==> src/rtl/alu_pipe_pkg.sv <==
// Shared definitions for the two-stage pipelined ALU.
// No logic; constants, flag bit positions and the S1 control record.
// Not applicable (package only).
//
// Contents:
//   OP_*        5-bit opcode encodings
//   FLG_*       bit positions inside the 4-bit {C,V,N,Z} flag vector
//   s1_ctrl_t   width-independent control part of the S1 pipeline record
//   op_legal()  opcode decode check
package alu_pipe_pkg;

    localparam logic [4:0] OP_ADD   = 5'h00;
    localparam logic [4:0] OP_SUB   = 5'h01;
    localparam logic [4:0] OP_AND   = 5'h02;
    localparam logic [4:0] OP_OR    = 5'h03;
    localparam logic [4:0] OP_XOR   = 5'h04;
    localparam logic [4:0] OP_SLL   = 5'h05;
    localparam logic [4:0] OP_SRL   = 5'h06;
    localparam logic [4:0] OP_SRA   = 5'h07;
    localparam logic [4:0] OP_SLT   = 5'h08;
    localparam logic [4:0] OP_PCADD = 5'h09;
    localparam logic [4:0] OP_MOV   = 5'h0A;

    localparam int FLG_C = 3;
    localparam int FLG_V = 2;
    localparam int FLG_N = 1;
    localparam int FLG_Z = 0;

    // Control half of the S1 record. The operand and destination fields
    // depend on module parameters and therefore live next to it in the top.
    // legal is decoded once at capture so S2 does not re-decode the opcode.
    typedef struct packed {
        logic [4:0] opcode;
        logic       wb_en;
        logic       legal;
    } s1_ctrl_t;

    function automatic logic op_legal(input logic [4:0] op);
        return (op <= OP_MOV);
    endfunction

endpackage

==> src/rtl/alu_regfile.sv <==
// Register file: NUM_REGS x DATA_W, two read ports, one write port.
// Reads are combinational; writes land on the rising edge of clk.
// No backpressure; the write enable is qualified by the caller.
//
// Ports:
//   clk, rst_n            clock, asynchronous active-low clear of all entries
//   rd0_addr / rd0_dat    read port 0 (index, data)
//   rd1_addr / rd1_dat    read port 1 (index, data)
//   wr_en, wr_addr, wr_dat  synchronous write port
// A same-cycle read and write of one index returns the old contents.
module alu_regfile #(
    parameter int DATA_W   = 20,
    parameter int NUM_REGS = 16,
    parameter int RSEL_W   = $clog2(NUM_REGS)
) (
    input  logic              clk,
    input  logic              rst_n,
    input  logic [RSEL_W-1:0] rd0_addr,
    output logic [DATA_W-1:0] rd0_dat,
    input  logic [RSEL_W-1:0] rd1_addr,
    output logic [DATA_W-1:0] rd1_dat,
    input  logic              wr_en,
    input  logic [RSEL_W-1:0] wr_addr,
    input  logic [DATA_W-1:0] wr_dat
);

    logic [DATA_W-1:0] mem [NUM_REGS];

    // Decoded reads so that indices beyond NUM_REGS-1 read as zero when
    // NUM_REGS is not a power of two.
    always_comb begin
        rd0_dat = '0;
        rd1_dat = '0;
        for (int i = 0; i < NUM_REGS; i++) begin
            if (rd0_addr == RSEL_W'(i)) rd0_dat = mem[i];
            if (rd1_addr == RSEL_W'(i)) rd1_dat = mem[i];
        end
    end

    always_ff @(posedge clk or negedge rst_n) begin
        if (!rst_n) begin
            for (int i = 0; i < NUM_REGS; i++) mem[i] <= '0;
        end else begin
            for (int i = 0; i < NUM_REGS; i++) begin
                if (wr_en && wr_addr == RSEL_W'(i)) mem[i] <= wr_dat;
            end
        end
    end

endmodule

==> src/rtl/alu_pipe.sv <==
// Two-stage pipelined ALU with register file, pc accumulator and status flags.
// Latency 2 edges: accept at E0, result/out_valid and regfile/pc write at E1.
// Output stall freezes the result, then S1, then in_ready; RAW stalls unless forwarded.
//
// Build option: ALU_FWD_EN - bypass the S1 result into the operands on a
// read-after-write hazard instead of stalling issue for a cycle.
//
// Ports:
//   clk, rst_n                  clock, asynchronous active-low reset
//   in_valid / in_ready         issue handshake
//   opcode                      5-bit operation
//   src1_sel, src2_sel, dst_sel register indices
//   src1_imm, src2_imm          immediates; imm1_en/imm2_en select them
//   wb_en                       write result to regfile[dst_sel]
//   out_valid / out_ready       result handshake
//   dst, dst_sel_out, flags, illegal  result, its destination, {C,V,N,Z}, bad opcode
//   pc_out                      pc accumulator
module alu_pipe
    import alu_pipe_pkg::*;
#(
    parameter int DATA_W   = 20,
    parameter int NUM_REGS = 16,
    parameter int RSEL_W   = $clog2(NUM_REGS)
) (
    input  logic              clk,
    input  logic              rst_n,
    input  logic              in_valid,
    output logic              in_ready,
    input  logic [4:0]        opcode,
    input  logic [RSEL_W-1:0] src1_sel,
    input  logic [RSEL_W-1:0] src2_sel,
    input  logic [RSEL_W-1:0] dst_sel,
    input  logic [DATA_W-1:0] src1_imm,
    input  logic [DATA_W-1:0] src2_imm,
    input  logic              imm1_en,
    input  logic              imm2_en,
    input  logic              wb_en,
    output logic              out_valid,
    input  logic              out_ready,
    output logic [DATA_W-1:0] dst,
    output logic [RSEL_W-1:0] dst_sel_out,
    output logic [3:0]        flags,
    output logic              illegal,
    output logic [DATA_W-1:0] pc_out
);

    localparam int                SHW    = $clog2(DATA_W);
    localparam logic [DATA_W-1:0] DW_LIM = DATA_W'(DATA_W);
    localparam int                MSB    = DATA_W - 1;

    // S1 pipeline record
    logic              s1_vld;
    s1_ctrl_t          s1_ctrl;
    logic [RSEL_W-1:0] s1_dst;
    logic [DATA_W-1:0] s1_a;
    logic [DATA_W-1:0] s1_b;

    logic [DATA_W-1:0] pc_q;
    logic [DATA_W-1:0] rd_a_dat;
    logic [DATA_W-1:0] rd_b_dat;
    logic [DATA_W-1:0] op_a;
    logic [DATA_W-1:0] op_b;

    logic              s1_adv;
    logic              s1_writes;
    logic              hz_a;
    logic              hz_b;
    logic              stall_hz;
    logic              accept;

    logic [DATA_W-1:0] alu_res;
    logic [3:0]        alu_flags;
    logic              alu_c;
    logic              alu_v;
    logic [DATA_W:0]   sum_w;
    logic [DATA_W:0]   diff_w;
    logic [SHW-1:0]    shamt;
    logic              shift_big;

    // ------------------------------------------------------------------
    // Issue side: operand fetch, hazard detection, handshake
    // ------------------------------------------------------------------
    alu_regfile #(
        .DATA_W   (DATA_W),
        .NUM_REGS (NUM_REGS),
        .RSEL_W   (RSEL_W)
    ) u_regfile (
        .clk      (clk),
        .rst_n    (rst_n),
        .rd0_addr (src1_sel),
        .rd0_dat  (rd_a_dat),
        .rd1_addr (src2_sel),
        .rd1_dat  (rd_b_dat),
        .wr_en    (s1_adv && s1_writes),
        .wr_addr  (s1_dst),
        .wr_dat   (alu_res)
    );

    // S1 moves on whenever the output register is empty or draining.
    assign s1_adv    = s1_vld && (!out_valid || out_ready);
    // Illegal ops never write back, so they cannot create a hazard.
    assign s1_writes = s1_vld && s1_ctrl.wb_en && s1_ctrl.legal;
    assign hz_a      = s1_writes && !imm1_en && (src1_sel == s1_dst);
    assign hz_b      = s1_writes && !imm2_en && (src2_sel == s1_dst);

`ifdef ALU_FWD_EN
    // Issue only proceeds while S1 advances, so alu_res is exactly the
    // value that lands in the regfile on the accepting edge.
    assign op_a     = imm1_en ? src1_imm : (hz_a ? alu_res : rd_a_dat);
    assign op_b     = imm2_en ? src2_imm : (hz_b ? alu_res : rd_b_dat);
    assign stall_hz = 1'b0;
`else
    assign op_a     = imm1_en ? src1_imm : rd_a_dat;
    assign op_b     = imm2_en ? src2_imm : rd_b_dat;
    assign stall_hz = hz_a || hz_b;
`endif

    assign in_ready = (!s1_vld || s1_adv) && !stall_hz;
    assign accept   = in_valid && in_ready;

    always_ff @(posedge clk or negedge rst_n) begin
        if (!rst_n) begin
            s1_vld  <= 1'b0;
            s1_ctrl <= '0;
            s1_dst  <= '0;
            s1_a    <= '0;
            s1_b    <= '0;
        end else if (accept) begin
            s1_vld         <= 1'b1;
            s1_ctrl.opcode <= opcode;
            s1_ctrl.wb_en  <= wb_en;
            s1_ctrl.legal  <= op_legal(opcode);
            s1_dst         <= dst_sel;
            s1_a           <= op_a;
            s1_b           <= op_b;
        end else if (s1_adv) begin
            s1_vld <= 1'b0;
        end
    end

    // ------------------------------------------------------------------
    // S1 execute (combinational from the S1 record and pc)
    // ------------------------------------------------------------------
    assign sum_w     = {1'b0, s1_a} + {1'b0, s1_b};
    assign diff_w    = {1'b0, s1_a} - {1'b0, s1_b};
    assign shamt     = s1_b[SHW-1:0];
    assign shift_big = (s1_b >= DW_LIM);

    always_comb begin
        alu_res = '0;
        alu_c   = 1'b0;
        alu_v   = 1'b0;
        case (s1_ctrl.opcode)
            OP_ADD: begin
                alu_res = sum_w[MSB:0];
                alu_c   = sum_w[DATA_W];
                alu_v   = (s1_a[MSB] == s1_b[MSB]) && (sum_w[MSB] != s1_a[MSB]);
            end
            OP_SUB: begin
                alu_res = diff_w[MSB:0];
                alu_c   = diff_w[DATA_W];   // borrow
                alu_v   = (s1_a[MSB] != s1_b[MSB]) && (diff_w[MSB] != s1_a[MSB]);
            end
            OP_AND:   alu_res = s1_a & s1_b;
            OP_OR:    alu_res = s1_a | s1_b;
            OP_XOR:   alu_res = s1_a ^ s1_b;
            OP_SLL:   alu_res = shift_big ? '0 : (s1_a << shamt);
            OP_SRL:   alu_res = shift_big ? '0 : (s1_a >> shamt);
            OP_SRA:   alu_res = shift_big ? {DATA_W{s1_a[MSB]}}
                                          : $unsigned($signed(s1_a) >>> shamt);
            OP_SLT:   alu_res = {{(DATA_W-1){1'b0}}, ($signed(s1_a) < $signed(s1_b))};
            OP_PCADD: alu_res = pc_q + s1_b;
            OP_MOV:   alu_res = s1_b;
            default:  alu_res = '0;
        endcase
    end

    // Illegal ops report all-zero flags, including Z.
    always_comb begin
        alu_flags = '0;
        if (s1_ctrl.legal) begin
            alu_flags[FLG_C] = alu_c;
            alu_flags[FLG_V] = alu_v;
            alu_flags[FLG_N] = alu_res[MSB];
            alu_flags[FLG_Z] = (alu_res == '0);
        end
    end

    // ------------------------------------------------------------------
    // S2 output register and pc accumulator
    // ------------------------------------------------------------------
    always_ff @(posedge clk or negedge rst_n) begin
        if (!rst_n) begin
            out_valid   <= 1'b0;
            dst         <= '0;
            dst_sel_out <= '0;
            flags       <= '0;
            illegal     <= 1'b0;
        end else if (s1_adv) begin
            out_valid   <= 1'b1;
            dst         <= alu_res;
            dst_sel_out <= s1_dst;
            flags       <= alu_flags;
            illegal     <= !s1_ctrl.legal;
        end else if (out_ready) begin
            out_valid <= 1'b0;
        end
    end

    always_ff @(posedge clk or negedge rst_n) begin
        if (!rst_n) begin
            pc_q <= '0;
        end else if (s1_adv && s1_ctrl.opcode == OP_PCADD) begin
            pc_q <= alu_res;
        end
    end

    assign pc_out = pc_q;

endmodule

==> config.mk <==
export PLATFORM = sky130hd
export DESIGN_NAME = alu_pipe
export DESIGN_NICKNAME = d
export VERILOG_FILES = /design/src/rtl/alu_pipe_pkg.sv /design/src/rtl/alu_regfile.sv /design/src/rtl/alu_pipe.sv
export SDC_FILE = /design/constraint.sdc
export NUM_CORES = 1
export LEC_CHECK = 0
export ABC_AREA = 1
export CORE_MARGIN = 3
export CORE_UTILIZATION = 43
export CTS_CLUSTER_SIZE = 14
export DETAILED_ROUTE_END_ITERATION = 10
export PLACE_DENSITY = 0.61
export SYNTH_ARGS = -nofsm -noshare
export SYNTH_HDL_FRONTEND = slang
export SYNTH_SLANG_ARGS = --single-unit
==> constraint.sdc <==
create_clock -name clk -period 3.8 [get_ports clk]
set_clock_uncertainty 0.15 [all_clocks]
set_input_delay 0.57 -clock clk [delete_from_list [all_inputs] [get_ports clk]]
set_output_delay 0.57 -clock clk [all_outputs]
set_load 0.005 [all_outputs]
* Word-level counts from Yosys, hierarchy flattened *
Index checks and enable logic that the tools add are counted.
W data, S select, Z words.

word-level totals
  bits of input ports = 64
  logic and storage cells = 192
  bits in registers = 422
  output and inout port bits = 51

cells by class
  equality and inequality tests = 61
  bitwise logic cells = 3
  shifts and indexed selects = 3
  add/sub/neg operators = 3
  order comparisons = 3
  reduce and logical (&&, ||, !) cells = 45
  mux-type cells = 45

operators with widths
  cell                   count
  $mux W20               37
  $pmux W20 S11          1
  $eq A4 B4 Y1 const B   24
  $eq A4 B3 Y1 const B   12
  $logic_and A1 B1 Y1    29
  $eq A4 B2 Y1 const B   6
  $add A20 B20 Y21       1
  $sub A20 B20 Y21       1
  $add A20 B20 Y20       1
  $and A20 B20 Y20       1
  $eq A5 B3 Y1 const B   4
  $ge A20 B5 Y1 const B  1
  $logic_not A20 Y1      1
  $lt A20 B20 Y1         1
  $or A20 B20 Y20        1
  $shl A20 B5 Y20        1
  $shr A20 B5 Y20        1
  $sshr A20 B5 Y20       1
  $xor A20 B20 Y20       1
  $eq A5 B4 Y1 const B   3
  $eq A4 B1 Y1 const B   3
  $logic_not A4 Y1       3
  $eq A5 B2 Y1 const B   2
  $eq A4 B4 Y1           2
  11 further kinds       25

* Depth between registers and ports, before layout *
  word-level depth = 18
  depth in mapped cells = 23

* By module *
Synthesis repeated with hierarchy kept, for this count alone.

second synthesis, totals
  cell total of the unflattened synthesis = 4322
  area total of the unflattened synthesis = 28339.7 um^2

modules (own cells, without submodules)
  module       instances  cells an instance  area an instance (um^2)  seq. area each (um^2)
  alu_regfile  1          2349               16734.8                  8007.7
  alu_pipe     1          1973               11604.9                  2552.4

* Worst setup path before layout *
Ideal clock, no wire load.

  kind = register -> register
  from = register s1_b[3]
  to = register flags[0]
  data arrival time = 2.914 ns
  data required time = 3.585 ns
  path slack = 0.671 ns
  setup time = 0.065 ns
  cell stages (with the launch flop) = 23
  period minus slack after synthesis = 3.129 ns
  cell sequence = dfrtp_1 > inv_1 > buf_2 > buf_1 > ha_1 > buf_2 > inv_1 > nand3_1 > nand2_1 > nand2_1 > nand2_1 > nand2_1 > nand2_1 > nand2_1 > nand3_1 > nand2_1 > nor2_2 > nand3_1 > nor2_1 > nand2_1 > nor2_1 > nand4_1 > nand2_1

on the way
  longest elaborated chain between the ends = 5
  elaborated cells between the ends (all ways) = 17
  those cells by class = add/sub (3); order compare (2); shift (3); mux (5); bitwise (3); reduce/logical (1)

RTL lines
  element                                line                                               text
  from (decl)                            alu_pipe.sv:56                                     logic [DATA_W-1:0] s1_b;
  from (signal assigned)                 alu_pipe.sv:135                                    s1_b <= op_b;
  $ge A20 B5 Y1 (tied with other cells)  alu_pipe.sv:147                                    assign shift_big = (s1_b >= DW_LIM);
  $mux W20, on equally long branches     alu_pipe.sv:169, alu_pipe.sv:167, alu_pipe.sv:168
  $pmux W20 S11 (*)                      alu_pipe.sv:153                                    case (s1_ctrl.opcode)
  $logic_not A20 Y1 (*)                  alu_pipe.sv:185                                    alu_flags[FLG_Z] = (alu_res == '0);
  $mux W4 (*)                            alu_pipe.sv:181                                    if (s1_ctrl.legal) begin
  to (signal assigned)                   alu_pipe.sv:203                                    flags <= alu_flags;
  to (decl)                              alu_pipe.sv:42                                     output logic [3:0] flags,

Mark *: on every way between the ends. The rest lies on a longest branch, timed or not.
A chain may end at the register's enable or synchronous reset.

* Worst setup path in the final report *
  from = register s1_dst[3]
  to = output in_ready

on the way
  longest elaborated chain between the ends = 5
  elaborated cells between the ends (all ways) = 7
  those cells by class = eq/ne (2); reduce/logical (5)

RTL lines
  element                                        line                              text
  from (decl)                                    alu_pipe.sv:54                    logic [RSEL_W-1:0] s1_dst;
  from (signal assigned)                         alu_pipe.sv:133                   s1_dst <= dst_sel;
  $eq A4 B4 Y1, on equally long branches         alu_pipe.sv:103, alu_pipe.sv:104
  $logic_and A1 B1 Y1, on equally long branches  alu_pipe.sv:103, alu_pipe.sv:104
  $logic_or A1 B1 Y1 (*)                         alu_pipe.sv:115                   assign stall_hz = hz_a || hz_b;
  $logic_not A1 Y1 (*)                           alu_pipe.sv:118                   assign in_ready = (!s1_vld || s1_adv) && !stall_hz;
  $logic_and A1 B1 Y1 (*)                        alu_pipe.sv:118
  to (decl)                                      alu_pipe.sv:28                    output logic in_ready,

Marks and branches as above.

==> reports/metrics.yaml <==
sta:
  max_freq_mhz: 281
  drv_slew: 0
  setup_viol: 0
  fin_crit_sh: 0.936
  whs_ns: 0.330
  grt_setup_unrepaired: "false"
  tns_ns: 0
  hold_viol: 0
  min_period_ns: 3.56
  tightest_slew_ns: 0.957
  max-slew-margin-rel: 0.361
placement:
  dpl.cell_count: 5143
  port_buffers: 114
  dpl.hpwl_mm: 95.6
  gp_congestion: 1.08
  place_area_um2: 30700
grt:
  grt_start_max_net_pins: 93
  grt_pass1_wl_mm: 182
  antenna_found_initial: 3
  track_usage: 0.361
  overflow: 0
  grt_pass1_vias: 27726
setup_path:
  cp_top_family: "buffers and inverters"
  max_stage_delay_ns: 0.55
  slowest_stage: "clkdlybuf4s50_1"
  reg2reg_depth: 10
  cp-start-kind: "register"
  crit_path_end_kind: "primary output"
  rrSetupSlack_ns: 0.26
  cp_common_cell: "a21oi_1"
  critPathBufInv: 3
  crit_chain: "inv_1 > o22ai_1 > a21oi_1 > a22oi_2 > buf_4 > nor2_1 > a21oi_1 > clkdlybuf4s50_1"
  critical_path_required_ns: 3.08
  r2r-end: "u_regfile.mem[264]"
  arrival_ns: 2.84
  path_class: "register to primary output"
  critPathMaxFanout: 6
  r2r-start: "s1_b[0]"
floorplanning:
  rows: 92
  die_area_um2: 67600
  die_x_um: 260
  dieHeight_um: 260
  initial_core_util: 0.437
  io_pins: 115
  core_um2: 63400
synth:
  yosysTopAreaCell: "dfrtp_1"
  yosysWarnings: 0
  ys_ff_latch: 422
  ys_async_sr_fraction: 1.00
  synth_edf_count: 0
  ys.flop_type: "dfrtp_1"
  synthCells: 4194
  ys_seq_area_frac: 0.381
  netlist-cell-type-count: 44
  synthTopCellsByArea: "dfrtp_1, nand2_1, o21ai_0, nor2_1, inv_1"
  synth.top_cell.area_share: 0.381
  synth_area_per_cell_um2: 6.61
  syn-num-nets: 4341
  syn_area_um2: 27700
power:
  peakVddDrop_mv: 0.308
  finalPower_w: 0.0172
  leakagePower_nw: 15.7
  powerDensity_nw_per_um2: 533
clock_tree:
  cts_setup_buffers: 0
  cts_buffer_depth: 3
  htree_levels: 2
  clkTransAtPathRegs_ns: 0.05
  clkSinkCount: 422
  numCtsBuffers: 47
  cts_tree: "built"
  clk_latency_ns: 0.60
  root_buffer: "clkbuf_16"
cells_and_area:
  layoutNonFillerInstCount: 5226
  final_area_um2: 32300
  finalNetCount: 4494
  final_cell_mix: "nand2_1, o21ai_0, nor2_1"
  syn_to_final_growth_pct: 16.5
  drive_gt1_frac: 0.0758
  final_common_cell: "nand2_1"
hold_path:
  hp-class: "register to register"
  worstHoldStart: "dst_sel_out[2]"
  hold_path_depth: 2
  min_to: "dst_sel_out[2]"
drt:
  initialDrtViolationCount: 3694
  antenna_left: 0
  wire_per_inst_um: 23.7
  wirelength_mm: 124
  viasPerCell: 5.78
  vias: 30202
  post-route-drc-count: 0
  drtPass1Iterations: 8
run:
  drv_cap: 0
run_status:
  status: "finished, final reports clean"
[synth_stat cells, types with 8 or more instances]
cell and instances:
xor2_1 9, nand3_1 279, nor3_1 55, a31oi_1 46, o21ai_0 439, nor2_2 17, nand4_1 133, or2_2 9
nor2_1 432, dfrtp_1 422, inv_1 407, inv_2 16, o22ai_1 52, o21ai_1 10, o2111ai_1 9, buf_2 43
ha_1 80, nand2_1 1305, clkbuf_1 152, o221ai_1 8, a21oi_1 211
[layout make-up]
type	count	area [um2]
Tap cell	846	1060
Clock buffer	67	1340
Inverter	428	1610
Fill cell	6502	31100
Timing Repair Buffer	312	2820
Antenna cell	2	5.00
Clock inverter	13	173
Sequential cell	422	10600
Multi-Input combinational cell	3136	14700
[timing repair]
action | 4_1_cts | 5_1_grt
hold endpoints to repair | 86 | 0
endpoints found under the setup margin | 0 | 2
resized for setup | 0 | 7
hold buffers | 1 | 0
[stage by stage]
step                worst slack, ns   util
finish                        0.243  0.509
global route                 0.0554  0.509
CTS                          0.0154  0.509
detailed placement            0.104  0.485
global placement             0.0942  0.485
floorplan                     0.671      -
[where the power goes]
group	internal [W]	switching (W)	total, W	leakage, nW
registers	0.00519	0.000712	0.00590	5.18
logic	0.00219	0.00452	0.00671	9.82
clock network	0.00266	0.00193	0.00459	0.746
[logic make-up after synthesis]
logic type,Yosys count,share of synthesized area
AO/OA/AOI/OAI,790,0.151
XOR/XNOR,10,0.00316
adder cells (fa/ha/maj),83,0.0383
buffers and inverters,636,0.0892
flip-flops,422,0.381
AND/OR/NAND/NOR,2253,0.338
[worst max-delay path by stage]
stage                         start  endpoint  cells after the start
after floorplan             s1_b[3]  flags[0]                     22
after global placement      imm1_en  s1_a[13]                     14
after detailed placement    imm1_en  s1_a[13]                     14
after CTS                 s1_dst[1]  in_ready                      8
after global routing      s1_dst[3]  in_ready                      8
final                     s1_dst[3]  in_ready                      8
[worst min-delay path: stages, from the launching register on]
cell,delay [ns]
dfrtp_1,0.34
nand2_1,0.05
o21ai_0,0.05
[state kept, by name (all words and copies together) (netlist names)]
name	count
s1_ctrl	7
s1_b	20
out_valid	1
illegal	1
dst	20
u_regfile.mem	320
flags	4
s1_a	20
s1_vld	1
pc_out	20
dst_sel_out	4
s1_dst	4
[routing by layer]
layer / up-vias / global-route usage / wire (um)
met5: - / 0 / 12
met4: 2 / 0.181 / 7500
met3: 310 / 0.0731 / 12000
met2: 1616 / 0.538 / 52100
met1: 14285 / 0.498 / 52000
li1: 13989 / - / -
Note: power is estimated with default switching activity, not from simulation.
